<file path="src/rtl/usart_host_bridge_pkg.sv">
// Shared types and constants for the i8251 host bridge: controller/bus state
// encodings and the fixed i8251 reset/internal-reset command words.
package usart_host_bridge_pkg;

    typedef enum logic [2:0] {
        RST0,
        RST1,
        RST2,
        RST_INT,
        MODE,
        CMD,
        RUN
    } fsm_state_t;

    typedef enum logic [1:0] {
        SETUP,
        STROBE,
        HOLD,
        GAP
    } bus_state_t;

    localparam logic [7:0] I8251_RST_WORD = 8'h00;
    localparam logic [7:0] I8251_IRESET   = 8'h40;

    function automatic fsm_state_t next_init_state(input fsm_state_t s);
        case (s)
            RST0:    return RST1;
            RST1:    return RST2;
            RST2:    return RST_INT;
            RST_INT: return MODE;
            MODE:    return CMD;
            default: return RUN;
        endcase
    endfunction

endpackage

</file>
<file path="src/rtl/sync_fifo.sv">
// Single-clock FIFO with registered pointers and occupancy count; the head
// entry reads as zero while empty. Push on a full FIFO succeeds only with a pop.
module sync_fifo #(
    parameter int WIDTH = 8,
    parameter int DEPTH = 4
) (
    input  logic                     clk,
    input  logic                     rst,
    input  logic                     push,
    input  logic [WIDTH-1:0]         push_data,
    input  logic                     pop,
    output logic [WIDTH-1:0]         pop_data,
    output logic                     full,
    output logic                     empty,
    output logic [$clog2(DEPTH):0]   count
);
    localparam int AW = $clog2(DEPTH);
    localparam int CW = AW + 1;

    logic [WIDTH-1:0] mem [DEPTH];
    logic [AW-1:0]    wr_ptr;
    logic [AW-1:0]    rd_ptr;
    logic             do_push;
    logic             do_pop;

    assign empty    = (count == '0);
    assign full     = (count == CW'(DEPTH));
    assign do_pop   = pop && !empty;
    assign do_push  = push && (!full || do_pop);
    assign pop_data = empty ? '0 : mem[rd_ptr];

    always_ff @(posedge clk or posedge rst) begin
        if (rst) begin
            wr_ptr <= '0;
            rd_ptr <= '0;
            count  <= '0;
        end else begin
            if (do_push) wr_ptr <= wr_ptr + 1'b1;
            if (do_pop)  rd_ptr <= rd_ptr + 1'b1;
            count <= count + {{AW{1'b0}}, do_push} - {{AW{1'b0}}, do_pop};
        end
    end

    always_ff @(posedge clk) begin
        if (do_push) mem[wr_ptr] <= push_data;
    end

endmodule

</file>
<file path="src/rtl/usart_host_bridge.sv">
// Programs an i8251 after reset, then moves bytes between two host streams and
// the USART's parallel bus. Every access is setup / strobe / hold / gap.
module usart_host_bridge
    import usart_host_bridge_pkg::*;
#(
    parameter logic [7:0] MODE_BYTE  = 8'h4E,
    parameter logic [7:0] CMD_BYTE   = 8'h37,
    parameter int         STROBE_LEN = 2,
    parameter int         GAP_LEN    = 2,
    parameter int         FIFO_DEPTH = 4
) (
    input  logic                          CLK,
    input  logic                          RESET,
    input  logic [7:0]                    tx_data,
    input  logic                          tx_valid,
    output logic                          tx_ready,
    output logic [7:0]                    rx_data,
    output logic                          rx_valid,
    input  logic                          rx_ready,
    output logic                          init_done,
    output logic                          CS_n,
    output logic                          WR_n,
    output logic                          RD_n,
    output logic                          CD,
    output logic [7:0]                    D_o,
    input  logic [7:0]                    D_i,
    output logic                          D_oe,
    input  logic                          RxRDY,
    input  logic                          TxRDY,
    output fsm_state_t                    fsm_state,
    output bus_state_t                    bus_state,
    output logic [$clog2(FIFO_DEPTH):0]   tx_level,
    output logic [$clog2(FIFO_DEPTH):0]   rx_level
);
    localparam logic [3:0] STROBE_LAST = 4'(STROBE_LEN - 1);
    localparam logic [3:0] GAP_LAST    = 4'(GAP_LEN - 1);

    fsm_state_t state_q, state_d;
    bus_state_t bus_q, bus_d;
    logic       busy_q, busy_d;
    logic       is_rd_q, is_rd_d;
    logic [3:0] cnt_q, cnt_d;
    logic [7:0] rd_q;
    logic [7:0] tx_head;
    logic [7:0] wr_word;
    logic       tx_full, tx_empty, rx_full, rx_empty;
    logic       in_access, capture, tx_pop, rx_push;

    // busy_q low means no access in flight: after reset (SETUP pending) or idle in RUN.
    always_ff @(posedge CLK or posedge RESET) begin
        if (RESET) begin
            state_q <= RST0;
            bus_q   <= SETUP;
            busy_q  <= 1'b0;
            is_rd_q <= 1'b0;
            cnt_q   <= '0;
            rd_q    <= '0;
        end else begin
            state_q <= state_d;
            bus_q   <= bus_d;
            busy_q  <= busy_d;
            is_rd_q <= is_rd_d;
            cnt_q   <= cnt_d;
            if (capture) rd_q <= D_i;
        end
    end

    always_comb begin
        state_d = state_q;
        bus_d   = bus_q;
        busy_d  = busy_q;
        is_rd_d = is_rd_q;
        cnt_d   = cnt_q;
        if (!busy_q) begin
            if (state_q != RUN) begin
                busy_d  = 1'b1;
                bus_d   = SETUP;
                is_rd_d = 1'b0;
            end else if (RxRDY && !rx_full) begin
                busy_d  = 1'b1;
                bus_d   = SETUP;
                is_rd_d = 1'b1;
            end else if (TxRDY && !tx_empty) begin
                busy_d  = 1'b1;
                bus_d   = SETUP;
                is_rd_d = 1'b0;
            end
        end else begin
            case (bus_q)
                SETUP: begin
                    bus_d = STROBE;
                    cnt_d = '0;
                end
                STROBE: begin
                    if (cnt_q == STROBE_LAST) bus_d = HOLD;
                    else                      cnt_d = cnt_q + 4'd1;
                end
                HOLD: begin
                    bus_d = GAP;
                    cnt_d = '0;
                end
                default: begin
                    if (cnt_q == GAP_LAST) begin
                        bus_d = SETUP;
                        cnt_d = '0;
                        // Init writes chain back to back; RUN re-arbitrates in an idle cycle.
                        if (state_q == RUN || state_q == CMD) busy_d = 1'b0;
                        if (state_q != RUN) state_d = next_init_state(state_q);
                    end else begin
                        cnt_d = cnt_q + 4'd1;
                    end
                end
            endcase
        end
    end

    always_comb begin
        case (state_q)
            RST_INT: wr_word = I8251_IRESET;
            MODE:    wr_word = MODE_BYTE;
            CMD:     wr_word = CMD_BYTE;
            RUN:     wr_word = tx_head;
            default: wr_word = I8251_RST_WORD;
        endcase
    end

    assign in_access = busy_q && (bus_q != GAP);
    assign capture   = busy_q && is_rd_q && (bus_q == STROBE) && (cnt_q == STROBE_LAST);
    assign tx_pop    = (state_q == RUN) && busy_q && (bus_q == HOLD) && !is_rd_q;
    assign rx_push   = (state_q == RUN) && busy_q && (bus_q == HOLD) && is_rd_q;

    assign CS_n      = !in_access;
    assign WR_n      = !(busy_q && (bus_q == STROBE) && !is_rd_q);
    assign RD_n      = !(busy_q && (bus_q == STROBE) && is_rd_q);
    assign CD        = in_access && (state_q != RUN);
    assign D_oe      = in_access && !is_rd_q;
    assign D_o       = D_oe ? wr_word : 8'h00;
    assign init_done = (state_q == RUN);
    assign tx_ready  = !tx_full;
    assign rx_valid  = !rx_empty;
    assign fsm_state = state_q;
    assign bus_state = bus_q;

    sync_fifo #(.WIDTH(8), .DEPTH(FIFO_DEPTH)) u_tx_fifo (
        .clk       (CLK),
        .rst       (RESET),
        .push      (tx_valid && !tx_full),
        .push_data (tx_data),
        .pop       (tx_pop),
        .pop_data  (tx_head),
        .full      (tx_full),
        .empty     (tx_empty),
        .count     (tx_level)
    );

    sync_fifo #(.WIDTH(8), .DEPTH(FIFO_DEPTH)) u_rx_fifo (
        .clk       (CLK),
        .rst       (RESET),
        .push      (rx_push),
        .push_data (rd_q),
        .pop       (rx_ready && !rx_empty),
        .pop_data  (rx_data),
        .full      (rx_full),
        .empty     (rx_empty),
        .count     (rx_level)
    );

endmodule

</file>
<file path="config.mk">
export PLATFORM = sky130hd
export DESIGN_NAME = usart_host_bridge
export DESIGN_NICKNAME = d
export VERILOG_FILES = /design/src/rtl/usart_host_bridge_pkg.sv /design/src/rtl/sync_fifo.sv /design/src/rtl/usart_host_bridge.sv
export SDC_FILE = /design/constraint.sdc
export NUM_CORES = 1
export LEC_CHECK = 0
export ABC_AREA = 1
export CAP_MARGIN = 20
export CORE_ASPECT_RATIO = 1.1
export CORE_UTILIZATION = 50
export DETAILED_ROUTE_END_ITERATION = 10
export GPL_ROUTABILITY_DRIVEN = 0
export PLACE_DENSITY = 0.73
export RECOVER_POWER = 100
export SLEW_MARGIN = 20
export SYNTH_ARGS = -nofsm -noshare
export SYNTH_HDL_FRONTEND = slang
export SYNTH_SLANG_ARGS = --single-unit
</file>
<file path="constraint.sdc">
create_clock -name CLK -period 2.25 [get_ports CLK]
set_clock_uncertainty 0.05 [all_clocks]
set_input_delay 0.45 -clock CLK [delete_from_list [all_inputs] [get_ports CLK]]
set_output_delay 0.45 -clock CLK [all_outputs]
set_load 0.02 [all_outputs]
</file>
==> impl_metrics.yaml, run 1 <==
timing:
  setup_viol: 7
  max_slew.worst_pin.slew_ns: 0.864
  finalHoldViolCount: 0
  drv_slew: 0
  period_needed_ns: 2.30
  tns_ns: -0.309
  fmax_mhz: 434
  max_slew_margin_pct: 42.4
  setup_ws_ns: -0.0536
  rsz0062_at_grt: "yes"
  finalCritPeriodShare_pct: 102
power_and_ir_drop:
  cellPowerDensity_mw_per_mm2: 1320
  irDropWorstVdd_mv: 0.768
  p_leak_nw: 2.33
  total_power_mw: 7.25
cells_and_area:
  syn2layout_area_growth_pct: 22.9
  fin_cells: 638
  fillerInstances: 715
  multi_input_area_mm2: 0.00147
  drive_gt1_share_pct: 16.3
  layout_commonest_cell: "nand2_1"
  diodes: 0
  fin_nets: 564
  seq_area_mm2: 0.00275
  final_area_mm2: 0.00550
  final_cell_mix: "nand2_1 (80), nor2_1 (68), edfxtp_1 (64)"
global_route:
  antenna_found_initial: 0
  grt_max_degree: 34
  track_usage_pct: 21.7
  first_global_vias: 3249
  overflow: 0
  grt_pass1_wl_um: 15400
floorplanning:
  core_area_mm2: 0.00854
  pin_count: 57
  die_w_um: 92.2
  start_util_pct: 52.4
  die_area_mm2: 0.00933
  die_height_um: 101
  placement_rows: 35
run_status:
  status: "finished with violations"
  violations: "negative setup slack"
placement:
  hpwlAfterDp_um: 6930
  port-buffer-count: 56
  dpl_cell_area_mm2: 0.00540
  pre_cts_slack_ns: -0.189
  place_inst: 620
routing:
  routedWlPerCell_um: 14.6
  ant_nets: 0
  num_vias: 3274
  firstDrtPassIters: 4
  drcViolationCount: 0
  avgViaCountPerCell: 5.13
  dr.first_iter.drc_count: 110
  drt_wl_total_um: 9340
critical_path:
  endpoint_kind: "output pin"
  critPathArrivalTime_ns: 1.80
  critPathKind: "flop to output pin"
  required_ns: 1.75
  startpoint_type: "flop"
  worstPathMaxFanout: 3
logic_synthesis:
  syn_inst: 430
  ys_warn_count: 0
  synth_area_mm2: 0.00447
  synth_fp_nets: 472
  synth.avg_cell_area_um2: 10.4
  synth_seq_cells: 97
  yosysSeqAreaShare_pct: 61.4
  synth.distinct_cells: 27
clocking:
  cts_tree: "yes"
  h-tree-depth: 3
  cts_root_buf: "clkbuf_8"
  clock_path_buffers: 2
  cts_sinks: 97
  cts-buffers-inserted: 9
  insertion_delay_ns: 0.37
  path_clk_slew_ns: 0.10
job:
  cap_violations: 0
hold_path:
  hp-class: "flop to flop"
-- through the flow --
step | util (%) | hold slack, ns
after detailed placement | 63.2 | 0.455
after global placement | 63.2 | 0.440
after floorplan | - | 0.423
after global routing | 64.4 | 0.505
after CTS | 65.3 | 0.430
final | 64.4 | 0.479
-- synth_stat cells --
cell | n | area (um2)
xnor2_1 | 3 | 26.3
o211ai_1 | 3 | 22.5
a21oi_1 | 23 | 115
buf_4 | 3 | 22.5
o21ai_0 | 27 | 135
fa_1 | 2 | 40.0
o21ai_1 | 20 | 100
nand3_1 | 6 | 30.0
edfxtp_1 | 64 | 1920
or2_4 | 1 | 8.76
dfrtp_1 | 33 | 826
nor2_1 | 66 | 248
inv_2 | 10 | 37.5
nor2_4 | 4 | 45.0
clkbuf_2 | 1 | 5.00
buf_2 | 9 | 45.0
nand3_4 | 2 | 35.0
nand3_2 | 3 | 30.0
or2_1 | 1 | 6.26
nand2_1 | 80 | 300
nand2_2 | 1 | 6.26
nand4_1 | 4 | 25.0
o2111ai_1 | 1 | 8.76
ha_1 | 18 | 225
o22ai_1 | 2 | 12.5
xor2_1 | 7 | 61.3
inv_1 | 36 | 135
-- cells by family (layout without fill, tap and decap cells) --
family | Yosys count | in the layout | synth area share, %
AND/OR/NAND/NOR | 168 | 168 | 16.4
flip-flops | 97 | 97 | 61.4
AO/OA/AOI/OAI | 76 | 76 | 8.81
buffers and inverters | 59 | 156 | 5.48
adder cells (fa/ha/maj) | 20 | 20 | 5.93
XOR/XNOR | 10 | 10 | 1.96
-- final timing paths --
| path | startpoint | to | slack (ns) | cells after the start |
|---|---|---|---|---|
| setup / recovery | bus_state[1] | D_o[6] | -0.05 | 8 |
| hold / removal | rd_q[5] | u_rx_fifo.mem[3][5] | 0.48 | 0 |
| setup reg to reg | bus_state[0] | u_tx_fifo.count[2] | 0.07 | 10 |
| hold reg to reg | rd_q[5] | u_rx_fifo.mem[3][5] | 0.48 | 0 |
| max in group asynchronous | RESET | rd_q[2] | 0.89 | 3 |
| min in group asynchronous | RESET | u_rx_fifo.count[2] | 0.72 | 3 |
-- worst max-delay path: stages, from the launching register on --
cell and delay [ns]:
dfrtp_1 0.40, ha_2 0.19, or2_4 0.24, nor2_4 0.13, buf_4 0.14, buf_4 0.11
nand2_1 0.05, nand2_1 0.07, buf_6 0.11
-- what timing repair did --
item	4_1_cts	5_1_grt
setup buffers	1	1
resized for setup	68	28
setup endpoints to repair	21	21
hold buffers	0	0
pin swaps	4	3
-- area by class of cell --
class / instances / area share, %
Multi-Input combinational cell: 274 / 26.8
Inverter: 46 / 3.19
Clock buffer: 9 / 2.25
Timing Repair Buffer: 94 / 14.2
Clock inverter: 7 / 1.12
Tap cell: 111 / 2.53
Sequential cell: 97 / 50.0
-- power by group --
part | internal, mW | switching (mW) | leakage (nW)
clock | 0.423 | 0.651 | 0.0953
combinational | 1.37 | 2.10 | 1.28
sequential | 2.42 | 0.291 | 0.961
-- state kept, by name, indices dropped and copies added, names as in the netlist, 2 cells and up --
name              flops
bus_state             2
rd_q                  8
fsm_state             3
cnt_q                 4
u_tx_fifo.wr_ptr      2
u_tx_fifo.count       3
u_rx_fifo.wr_ptr      2
u_rx_fifo.count       3
u_tx_fifo.mem        32
u_rx_fifo.mem        32
u_tx_fifo.rd_ptr      2
u_rx_fifo.rd_ptr      2
-- per-layer routing --
metal	GRT usage (%)	wire [um]	share of wire [%]
met1	25.1	3750	40
met2	39.4	4960	53
met3	3.45	401	4.3
met4	10.9	226	2.4
met5	0	0	0
(Power assumes the default switching activity.)
==> inputs of run 2 (changes only) <==
--- a/config.mk
+++ b/config.mk
@@ -7,7 +7,7 @@
 export LEC_CHECK = 0
 export ABC_AREA = 1
 export CAP_MARGIN = 20
-export CORE_ASPECT_RATIO = 1.1
+export CORE_ASPECT_RATIO = 1.25
 export CORE_UTILIZATION = 50
 export DETAILED_ROUTE_END_ITERATION = 10
 export GPL_ROUTABILITY_DRIVEN = 0
@@ -16,4 +16,5 @@
 export SLEW_MARGIN = 20
 export SYNTH_ARGS = -nofsm -noshare
 export SYNTH_HDL_FRONTEND = slang
+export SYNTH_HIERARCHICAL = 1
 export SYNTH_SLANG_ARGS = --single-unit
==> run 2 against run 1 <==
The flow now finishes without violations. Hold slack lost 0.013 ns. Via count grew 13%. Flip-flop and latch count is the same. Count of clock-buffer cells in the layout grew 1. Worst setup slack gained 0.096 ns. Synthesized cell count grew 23%. Register-to-register slack gained 0.06 ns. Non-clock buffer count is the same. Critical path type unchanged. Largest cell class unchanged. Largest power group unchanged.
==> impl_metrics.yaml, run 2 <==
power_and_ir_drop:
  cellPowerDensity_mw_per_mm2: 1340
  pwr-share-seq_pct: 33.9
  netSwitchingPower_mw: 3.33
  irDropWorstVdd_mv: 0.945
  clockPowerShare_pct: 18.9
  p_leak_nw: 2.86
  p_comb_share_pct: 47.2
  swShare_pct: 41.0
  total_power_mw: 8.13
  p_int_mw: 4.79
floorplanning:
  core_area_mm2: 0.00927
  pin_count: 57
  placement_rows: 39
  die_w_um: 90.2
  die_height_um: 112
  start_util_pct: 52.5
  die_area_mm2: 0.0101
timing:
  max_slew.worst_pin.slew_ns: 1.09
  finalCritPeriodShare_pct: 98.1
  setup_viol: 0
  fmax_mhz: 453
  finalHoldViolCount: 0
  drv_slew: 0
  max_slew_margin_pct: 27.4
  rsz0062_at_grt: "yes"
  period_needed_ns: 2.21
routing:
  ant_nets: 0
  num_vias: 3711
  dr.first_iter.drc_count: 178
  drt_wl_total_um: 10600
  drcViolationCount: 0
  avgViaCountPerCell: 4.95
  routedWlPerCell_um: 14.1
  firstDrtPassIters: 4
logic_synthesis:
  yosysSeqAreaShare_pct: 56.5
  netlist_top_cells_count: "nand2_1 (140), inv_1 (112), edfxtp_1 (64)"
  synth_ff_type: "edfxtp_1"
  synth.avg_cell_area_um2: 9.20
  synth_seq_cells: 97
  ys_async_sr_fraction_pct: 34.0
  synth_area_mm2: 0.00487
  synth_edf_count: 64
  synth_top_cell_by_area: "edfxtp_1"
  synth_area_leaders: "edfxtp_1 (39%), dfrtp_1 (17%), nand2_1 (11%)"
  syn_inst: 529
  yosysMostFrequentCell: "nand2_1"
  ys_warn_count: 6
  synth_fp_nets: 570
  synth.distinct_cells: 30
  synth_top_cell_area_share_pct: 39.5
cells_and_area:
  fillerInstances: 769
  diodes: 0
  final_area_mm2: 0.00609
  seq_area_mm2: 0.00275
  drive_gt1_share_pct: 15.6
  fin_nets: 663
  syn2layout_area_growth_pct: 25.1
  layout_commonest_cell: "nand2_1"
  final_cell_mix: "nand2_1 (140), inv_1 (110), edfxtp_1 (64)"
  reg_top3: "u_rx_fifo/mem: 32 flops, u_tx_fifo/mem: 32 flops, rd_q: 8 flops"
  final_util_pct: 65.6
  multi_input_area_mm2: 0.00165
critical_path:
  endpoint_kind: "output pin"
  critPathKind: "flop to output pin"
  r2r_start: "bus_state[0]"
  worstPathMaxFanout: 17
  required_ns: 1.75
  startpoint_type: "flop"
  critPathArrivalTime_ns: 1.71
  crit_path_start: "u_tx_fifo/rd_ptr[0]"
clocking:
  cts_root_buf: "clkbuf_16"
  h-tree-depth: 3
  clock_path_buffers: 2
  insertion_delay_ns: 0.34
  cts_sinks: 97
  path_clk_slew_ns: 0.07
  cts-buffers-inserted: 9
  cts_tree: "yes"
global_route:
  overflow: 0
  antenna_found_initial: 0
  track_usage_pct: 22.1
  grt_max_degree: 20
  grt_pass1_wl_um: 17300
  first_global_vias: 3667
placement:
  port-buffer-count: 56
  dpl_cell_area_mm2: 0.00579
  hpwlAfterDp_um: 7640
run_status:
  status: "completed"
hold_path:
  hold_start: "rd_q[0]"
  hp-class: "flop to flop"
job:
  cap_violations: 0
==> run 2: cell types whose count changed after synthesis, sizes merged, moves of 3 or more <==
cell | before | now
nand2 | 81 | 147
xor2 | 7 | 1
o21ai | 47 | 17
nand3b | 0 | 3
nor2 | 70 | 25
nand3 | 11 | 56
nand4 | 4 | 1
nor3 | 0 | 3
inv | 46 | 117
==> run 2: metrics by stage <==
| stage | hold WS [ns] | instances | setup WS, ns | setup TNS, ns |
|---|---|---|---|---|
| 2_1_floorplan | 0.203 | 529 | -0.0194 | -0.573 |
| 3_3_place_gp | 0.435 | 733 | -0.0913 | -0.211 |
| 3_5_place_dp | 0.456 | 733 | -0.189 | -0.443 |
| 4_1_cts | 0.415 | 750 | -0.0285 | -0.0285 |
| 5_1_grt | 0.491 | 750 | -0.0306 | -0.0534 |
| 6_report | 0.466 | 750 | 0.0422 | 0 |
==> run 2: power by group through the flow <==
stage	clock [mW]	sequential [mW]	combinational, mW
2_1_floorplan	0	2.76	2.40
3_3_place_gp	0	2.72	3.82
3_5_place_dp	0	2.76	3.94
4_1_cts	1.56	2.74	3.80
5_1_grt	1.63	2.81	4.28
6_report	1.53	2.76	3.84
==> run 2: layer usage <==
| metal | global-route usage [%] | up-vias | routed length (um) |
|---|---|---|---|
| met5 | 0 | - | 0 |
| met4 | 7.20 | 0 | 201 |
| met3 | 3.39 | 15 | 428 |
| met2 | 41.8 | 81 | 5770 |
| met1 | 25.5 | 1768 | 4180 |
| li1 | - | 1847 | - |
==> run 2: path summary, 6_finish.rpt <==
| path | endpoint | slack (ns) | depth (start not counted) |
|---|---|---|---|
| min in group asynchronous | u_rx_fifo/wr_ptr[1] | 0.52 | 2 |
| worst min-delay path | u_rx_fifo/mem[1][0] | 0.47 | 0 |
| worst max-delay path | D_o[2] | 0.04 | 7 |
| worst min register to register | u_rx_fifo/mem[1][0] | 0.47 | 0 |
| max in group asynchronous | rd_q[2] | 0.58 | 3 |
| worst max register to register | u_rx_fifo/count[1] | 0.13 | 10 |
==> run 2: critical path: stages (launching register included) <==
cell     delay (ns)
dfrtp_2        0.46
buf_12         0.17
nand2_1        0.09
nand3_2        0.10
a21oi_2        0.19
a21oi_1        0.09
nor3_2         0.11
buf_4          0.16
==> run 2: layout make-up <==
class	count	share of cell area (%)
Sequential cell	97	45.2
Multi-Input combinational cell	303	27.0
Timing Repair Buffer	94	12.9
Inverter	117	7.46
Clock buffer	10	3.76
Tap cell	123	2.53
Clock inverter	6	1.15
==> run 2: what timing repair did <==
item                                    CTS  global route
buffers inserted                          1             0
pin swaps                                 2             7
resized for setup                        54            36
endpoints found under the setup margin   26            52
hold buffers                              0             0
hold endpoints to repair                  0             0
==> run 2: cells by family after synthesis <==
family	Yosys count	synth area share, %
adder cells (fa/ha/maj)	19	5.19
buffers and inverters	129	11.4
flip-flops	97	56.5
XOR/XNOR	5	0.900
AO/OA/AOI/OAI	44	4.91
AND/OR/NAND/NOR	235	21.2
